`src/rtl/ask_frame_sync.sv`:
```
// ask_frame_sync: frame synchroniser behind the ASK bit slicer.
// It hunts for an 8-bit sync word in the demodulated bit stream.
// After sync it assembles PAYLOAD_LEN bytes MSB-first and checks a trailing
// XOR checksum byte. It reports each byte, the frame result and a saturating
// bad-frame count.
module ask_frame_sync #(
    parameter logic [7:0] SYNC_WORD   = 8'hA5,
    parameter int         PAYLOAD_LEN = 4,
    parameter int         TIMEOUT_CYC = 20000
) (
    input  logic       clk,
    input  logic       rst_n,
    input  logic       en,
    input  logic       bit_in,
    input  logic       bit_valid,
    output logic [7:0] data_out,
    output logic       data_valid,
    output logic       frame_done,
    output logic       frame_ok,
    output logic       sync_lock,
    output logic [7:0] err_cnt
);

    typedef enum logic {HUNT = 1'b0, RECV = 1'b1} state_t;

    localparam logic [3:0]  LEN_LAST = 4'(PAYLOAD_LEN);
    localparam logic [15:0] TO_LAST  = 16'(TIMEOUT_CYC - 1);

    state_t      state, state_nxt;
    logic [7:0]  sr;          // sync hunt shift register
    logic [3:0]  fill;        // bits seen since entering HUNT, saturates at 8
    logic [7:0]  byte_sr;     // payload byte assembly
    logic [2:0]  bit_cnt;
    logic [3:0]  byte_cnt;
    logic [7:0]  xor_acc;
    logic [15:0] to_cnt;

    logic [7:0]  sr_next;
    logic [7:0]  byte_next;
    logic        sync_hit;
    logic        byte_end;
    logic        chk_end;
    logic        timeout;

    // Error counter increment that sticks at full scale.
    function automatic logic [7:0] sat_inc8(input logic [7:0] v);
        return (v == 8'hFF) ? v : v + 8'd1;
    endfunction

    // Decode of the events that drive both the FSM and the datapath.
    always_comb begin
        sr_next   = {sr[6:0], bit_in};
        byte_next = {byte_sr[6:0], bit_in};
        sync_hit  = (state == HUNT) && bit_valid && (fill >= 4'd7) && (sr_next == SYNC_WORD);
        byte_end  = (state == RECV) && bit_valid && (bit_cnt == 3'd7);
        chk_end   = byte_end && (byte_cnt == LEN_LAST);
        // A strobe in the firing cycle wins: the bit is taken, no timeout.
        timeout   = (state == RECV) && !bit_valid && (to_cnt == TO_LAST);
    end

    // State register.
    always_ff @(posedge clk or negedge rst_n) begin
        if (!rst_n) begin
            state <= HUNT;
        end else begin
            state <= state_nxt;
        end
    end

    // Next-state logic: sync moves to RECV, checksum or silence returns to HUNT.
    always_comb begin
        state_nxt = state;
        if (!en) begin
            state_nxt = HUNT;
        end else begin
            case (state)
                HUNT:    if (sync_hit) state_nxt = RECV;
                RECV:    if (chk_end || timeout) state_nxt = HUNT;
                default: state_nxt = HUNT;
            endcase
        end
    end

    // Lock indication follows the registered state directly.
    always_comb begin
        sync_lock = (state == RECV);
    end

    // Shift registers, counters and registered frame outputs.
    always_ff @(posedge clk or negedge rst_n) begin
        if (!rst_n) begin
            sr         <= 8'd0;
            fill       <= 4'd0;
            byte_sr    <= 8'd0;
            bit_cnt    <= 3'd0;
            byte_cnt   <= 4'd0;
            xor_acc    <= 8'd0;
            to_cnt     <= 16'd0;
            data_out   <= 8'd0;
            data_valid <= 1'b0;
            frame_done <= 1'b0;
            frame_ok   <= 1'b0;
            err_cnt    <= 8'd0;
        end else begin
            data_valid <= 1'b0;
            frame_done <= 1'b0;
            if (!en) begin
                // Silent abort: results and error count are kept.
                sr       <= 8'd0;
                fill     <= 4'd0;
                byte_sr  <= 8'd0;
                bit_cnt  <= 3'd0;
                byte_cnt <= 4'd0;
                xor_acc  <= 8'd0;
                to_cnt   <= 16'd0;
            end else if (state == HUNT) begin
                to_cnt <= 16'd0;
                if (sync_hit) begin
                    sr       <= 8'd0;
                    fill     <= 4'd0;
                    byte_sr  <= 8'd0;
                    bit_cnt  <= 3'd0;
                    byte_cnt <= 4'd0;
                    xor_acc  <= 8'd0;
                end else if (bit_valid) begin
                    sr <= sr_next;
                    if (fill != 4'd8) fill <= fill + 4'd1;
                end
            end else begin
                if (bit_valid) begin
                    to_cnt  <= 16'd0;
                    byte_sr <= byte_next;
                    bit_cnt <= bit_cnt + 3'd1;
                    if (chk_end) begin
                        frame_done <= 1'b1;
                        frame_ok   <= (byte_next == xor_acc);
                        if (byte_next != xor_acc) err_cnt <= sat_inc8(err_cnt);
                        // Leftover bits must not seed a false sync.
                        sr         <= 8'd0;
                        fill       <= 4'd0;
                    end else if (byte_end) begin
                        data_out   <= byte_next;
                        data_valid <= 1'b1;
                        xor_acc    <= xor_acc ^ byte_next;
                        byte_cnt   <= byte_cnt + 4'd1;
                    end
                end else if (timeout) begin
                    frame_done <= 1'b1;
                    frame_ok   <= 1'b0;
                    err_cnt    <= sat_inc8(err_cnt);
                    sr         <= 8'd0;
                    fill       <= 4'd0;
                    to_cnt     <= 16'd0;
                end else begin
                    to_cnt <= to_cnt + 16'd1;
                end
            end
        end
    end

endmodule

```
`config.mk`:
```
export PLATFORM = sky130hd
export DESIGN_NAME = ask_frame_sync
export DESIGN_NICKNAME = d
export VERILOG_FILES = /design/src/rtl/ask_frame_sync.sv
export SDC_FILE = /design/constraint.sdc
export NUM_CORES = 1
export LEC_CHECK = 0
export CORE_ASPECT_RATIO = 1.75
export CORE_MARGIN = 3
export CORE_UTILIZATION = 45
export CTS_CLUSTER_DIAMETER = 30
export CTS_CLUSTER_SIZE = 24
export DETAILED_ROUTE_END_ITERATION = 10
export GPL_TIMING_DRIVEN = 0
export PLACE_DENSITY = 0.6
export SYNTH_ARGS = -nofsm -noshare
export SYNTH_HDL_FRONTEND = slang
export SYNTH_SLANG_ARGS = --single-unit
```
`constraint.sdc`:
```
create_clock -name clk -period 2.8 [get_ports clk]
set_clock_uncertainty 0.2 [all_clocks]
set_input_delay 0.84 -clock clk [delete_from_list [all_inputs] [get_ports clk]]
set_output_delay 0.84 -clock clk [all_outputs]
set_load 0.02 [all_outputs]
```
Word level (Yosys, flattened, before mapping)
Cells that the tools add are included.
{"block": "totals", "inputBits": 5, "regBits": 69, "out_inout_bits": 20, "word_cells": 118}
{"block": "op_classes", "eq_ne": 18, "addsub": 5, "reduce_logical": 18, "bitwise_logic": 3, "mux": 60, "order_cmp": 1}
{"cell": "$mux 8", "n": 11}
{"cell": "$mux 7", "n": 10}
{"cell": "$mux 16", "n": 4}
{"cell": "$mux 4", "n": 14}
{"cell": "$add 16x1->16 const B", "n": 1}
{"cell": "$eq 16x15->1 const B", "n": 1}
{"cell": "$eq 8x8->1 const B", "n": 2}
{"cell": "$mux 1", "n": 16}
{"cell": "$mux 3", "n": 4}
{"cell": "$reduce_and 4->1", "n": 3}
{"cell": "$reduce_and 5->1", "n": 2}
{"cell": "$add 4x1->4 const B", "n": 2}
{"cell": "$add 8x1->8 const B", "n": 1}
{"cell": "$eq 8x8->1", "n": 1}
{"cell": "$logic_and 1x1->1", "n": 8}
{"cell": "$ne 4x1->1 const B", "n": 2}
{"cell": "$ne 4x3->1 const B", "n": 2}
{"cell": "$ne 8x8->1", "n": 1}
{"cell": "$xor 8x8->8", "n": 1}
{"cell": "$ne 3x3->1 const B", "n": 2}
{"cell": "$eq 4x3->1 const B", "n": 1}
{"cell": "$ge 4x3->1 const B", "n": 1}
{"cell": "$ne 2x1->1 const B", "n": 2}
{"cell": "$ne 4x4->1 const B", "n": 1}
{"cell": "11 further kinds", "n": 12}

Depth between registers and ports, before layout
{"block": "logic_depth", "word_depth": 7, "mapped_depth": 9}

Worst setup path after synthesis
No wires, ideal clock.
{"block": "synth_timing", "path_type": "input-to-reg", "startpoint": "input port bit_valid", "endpoint": "register err_cnt[1]", "setup_time_ns": 0.125, "arrival_ns": 2.244, "stages": 6, "path_slack_ns": 0.231, "required_time_ns": 2.475, "path_buffers": 1, "cell_sequence": "nor4b_2 > nand4_1 > and2_4 > buf_6 > or4_4 > mux2_4"}
{"block": "synth_between", "elab_chain_cells": 5}
{"item": "start, declared", "line_no": "15", "rtl": "input logic bit_valid,"}
{"item": "$logic_and 1x1->1 or $logic_not 1->1 (tied branches)", "line_no": "55, 58"}
{"item": "$logic_and 1x1->1 (on tied branches)", "line_no": "55, 58"}
{"item": "$logic_and 1x1->1 (on tied branches)", "line_no": "56, 58"}
{"item": "$ne 2x1->1 (no line) or $reduce_bool 2->1 (tied branches)"}
{"item": "$reduce_and 5->1 (no line)"}
{"item": "end signal, assigned", "line_no": "137", "rtl": "if (byte_next != xor_acc) err_cnt <= sat_inc8(err_cnt);"}
{"item": "end signal, assigned", "line_no": "150", "rtl": "err_cnt <= sat_inc8(err_cnt);"}
{"item": "end, declared", "line_no": "21", "rtl": "output logic [7:0] err_cnt"}
Several ways; a longest one is shown, not always the timed one.
A chain may end at the register's enable or synchronous reset.

Worst setup path in the final report
{"block": "layout_timing", "startpoint": "input port en", "endpoint": "register xor_acc[6]"}
{"block": "layout_between", "elab_chain_cells": 2}
{"item": "start, declared", "line_no": "13", "rtl": "input logic en,"}
{"item": "$ne 3x3->1 (no line) (tied with other cells)"}
{"item": "$reduce_and 4->1 (no line)"}
{"item": "end signal, assigned", "line_no": "144", "rtl": "xor_acc <= xor_acc ^ byte_next;"}
{"item": "end, declared", "line_no": "35", "rtl": "logic [7:0] xor_acc;"}
Several ways; a longest one is shown, not always the timed one.

==> impl_metrics.json <==
{
  "status": "finished clean",
  "synth_area_um2": 3330,
  "finalMaxSlewViolations": 0,
  "yosys_warnings": 0,
  "synth_top_cell_by_area": "dfrtp_1",
  "drt_iter0_markers": 137,
  "clk_pin_slew_ns": 0.05,
  "p_seq_share_pct": 47.2,
  "antenna_left": 0,
  "antenna_found_initial": 0,
  "worst_pin_slew_ns": 0.873,
  "final_util_pct": 56.9,
  "cts_tree": "yes",
  "rrSetupSlack_ns": 0.36,
  "dp_hpwl_mm": 4.85,
  "viasPerCell": 5.55,
  "io_pins": 25,
  "crit_required_ns": 2.87,
  "layout.area.seq_um2": 1730,
  "multi_input_area_um2": 1510,
  "hold_depth": 2,
  "synth_flop_cell": "dfrtp_1",
  "reg2reg_to": "err_cnt[1]",
  "synthCells": 318,
  "powerDensity_nw_per_um2": 535,
  "layout_common_cells": "dfrtp_1, nand2_1, nor2_1, clkdlybuf4s50_1, a22o_1",
  "p_clk_share_pct": 49.7,
  "route.detailed.drc": 0,
  "grt_usage_pct": 17.7,
  "total_power_w": 0.00214,
  "fin_crit_ns": 2.69,
  "htree_levels": 3,
  "r2r_start": "to_cnt[0]",
  "grt_pass1_vias": 2511,
  "start_util_pct": 47.6,
  "fp.dieH_um": 120,
  "vdd_ir_drop_max_mv": 0.427,
  "io_buffers": 24,
  "p_leak_nw": 1.86,
  "hold_viol": 0,
  "first_pass_iters": 4,
  "cts_buffer_depth": 2,
  "hold_path_startpoint": "data_out[6]",
  "place.gp.congestion": 0.826,
  "grt_max_degree": 70,
  "vias": 2462,
  "setup_viol": 0,
  "synth_edf_count": 0,
  "chipWidth_um": 71.1,
  "grt.overflow.total": 0,
  "cts-root-buf": "clkbuf_16",
  "holdPathEnd": "data_out[6]",
  "drive_gt1_share_pct": 10.6,
  "place_inst": 426,
  "synth_top_area_share_pct": 51.8,
  "holdBufCountCts": 0,
  "p_sw_w": 0.000446,
  "dieArea_um2": 8520,
  "syn-num-nets": 331,
  "synth_cell_types": 51,
  "rsz0062_at_grt": "no",
  "final_common_cell": "dfrtp_1",
  "max_freq_mhz": 371,
  "p_sw_share_pct": 20.9,
  "startpoint_type": "input port",
  "clk_latency_ns": 0.33,
  "num_rows": 40,
  "reg2reg_depth": 7,
  "numClockSinks": 69,
  "wirelength_mm": 7.03,
  "finalInstanceArea_um2": 3990,
  "cts_buffers": 9,
  "fill_cells": 640,
  "cp.arrival_ns": 2.77,
  "synth-seq-cells": 69,
  "core_region_area_um2": 7010,
  "antennaDiodeCount": 0,
  "cap_violations": 0,
  "pwr-share-comb_pct": 3.2,
  "grt_first_pass_wirelength_mm": 11.7,
  "synth-seq-area-share_pct": 51.8,
  "synth.avg_cell_area_um2": 10.5,
  "layout.nets": 369,
  "cellInternalPower_w": 0.00169,
  "cp_max_fo": 10,
  "routedWlPerCell_um": 15.8,
  "relSlewSlack_pct": 41.8,
  "yosys-top-cells-area": "dfrtp_1, nand2_1, a22o_1",
  "hold_path_class": "register to register",
  "worstSetupPathType": "input port to register",
  "fin_crit_sh_pct": 96.2,
  "async_reset_ff_share_pct": 100,
  "fin_cells": 444,
  "setup_slack_ns": 0.106,
  "placed_cell_area_um2": 3680,
  "place_ws_ns": -0.460,
  "end_kind": "register",
  "syn2layout_area_growth_pct": 19.6
}
## worst max path at each step
stage | from | endpoint | slack (ns) | cells past startpoint
finish | en | xor_acc[6] | 0.11 | 6
global route | en | xor_acc[6] | 0.007 | 6
CTS | bit_in | byte_sr[6] | 0.01 | 6
detailed placement | bit_valid | err_cnt[1] | -0.46 | 7
global placement | rst_n | data_valid | -1.77 | 1
floorplan | bit_valid | err_cnt[1] | 0.23 | 6
## power groups by stage
stage / combinational (W) / sequential [W] / clock, W
after floorplan: 0.0000304 / 0.00102 / 0
after global routing: 0.0000765 / 0.00101 / 0.00112
after detailed placement: 0.0000679 / 0.00102 / 0
after global placement: 0.0000681 / 0.00102 / 0
final: 0.0000674 / 0.00101 / 0.00106
after CTS: 0.0000675 / 0.00101 / 0.00108
## layer usage
metal	vias to the layer above	track usage [%]	part of all wire, %
li1	1189	-	-
met1	1222	20.7	42
met2	36	29.8	53
met3	15	4.11	2.5
met4	0	8.94	2.6
met5	-	0	0
## cells by family (layout without fill, tap and decap cells)
kind of cell | count (synthesis) | count (layout) | share of synthesized area (%)
and+or+nand+nor | 137 | 137 | 21.8
DFF | 69 | 69 | 51.8
muxes | 6 | 6 | 2.10
AOI/OAI and AO/OA | 48 | 48 | 10.7
xor gates and xnor gates | 29 | 29 | 7.62
buffers and inverters | 21 | 63 | 3.00
adders and majority gates | 8 | 8 | 3.00
## cells in the mapped netlist, types with 2 or more instances
library cell  number
mux2_2             3
nor2b_1            5
a32o_1             2
nor4_1             5
a21o_1             3
ha_1               8
and4_1             2
o21bai_1           2
dfrtp_1           69
nor3b_1            3
a21oi_1            8
a22o_1            17
buf_6              2
buf_2              2
xnor2_1           15
nor4b_1            3
o21a_1             3
inv_1              8
nor3_1             5
and3_1             4
clkbuf_1           7
nand3_1           12
o21ai_0            8
nand2_1           46
nor2_1            29
xor2_1            14
nand4_1            9
## state kept, by name, indices dropped and copies added (netlist names)
name,count
byte_sr,7
byte_cnt,4
frame_ok,1
xor_acc,8
frame_done,1
fill,4
data_out,8
bit_cnt,3
data_valid,1
sr,7
err_cnt,8
sync_lock,1
to_cnt,16
## per-stage QoR
step / hold WS, ns / TNS (ns)
floorplan: 0.248 / 0
global placement: 0.261 / -132.29
detailed placement: 0.266 / -11.02
CTS: 0.279 / 0
global route: 0.302 / 0
finish: 0.277 / 0
## critical path: stages
cell	delay [ns]
clkdlybuf4s50_1	0.56
nand2_1	0.17
or3_1	0.59
clkbuf_2	0.28
nor3b_1	0.22
a21o_1	0.11
## final cells by class
type / count / area share [%]
clock inverters: 1 / 0.126
flip-flops and latches: 69 / 43.3
well taps: 84 / 2.64
plain buffers: 11 / 1.69
clock buffers: 14 / 6.87
inverters: 9 / 0.847
multi-input cells: 228 / 37.8
repair buffers: 28 / 6.75
## timing repair
item,CTS,global route
endpoints found under the hold margin,0,0
gates cloned,0,0
endpoints found under the setup margin,2,21
buffers inserted,0,4
resized for setup,2,5
pin swaps,0,1
Power figures use the tool's default switching activity.
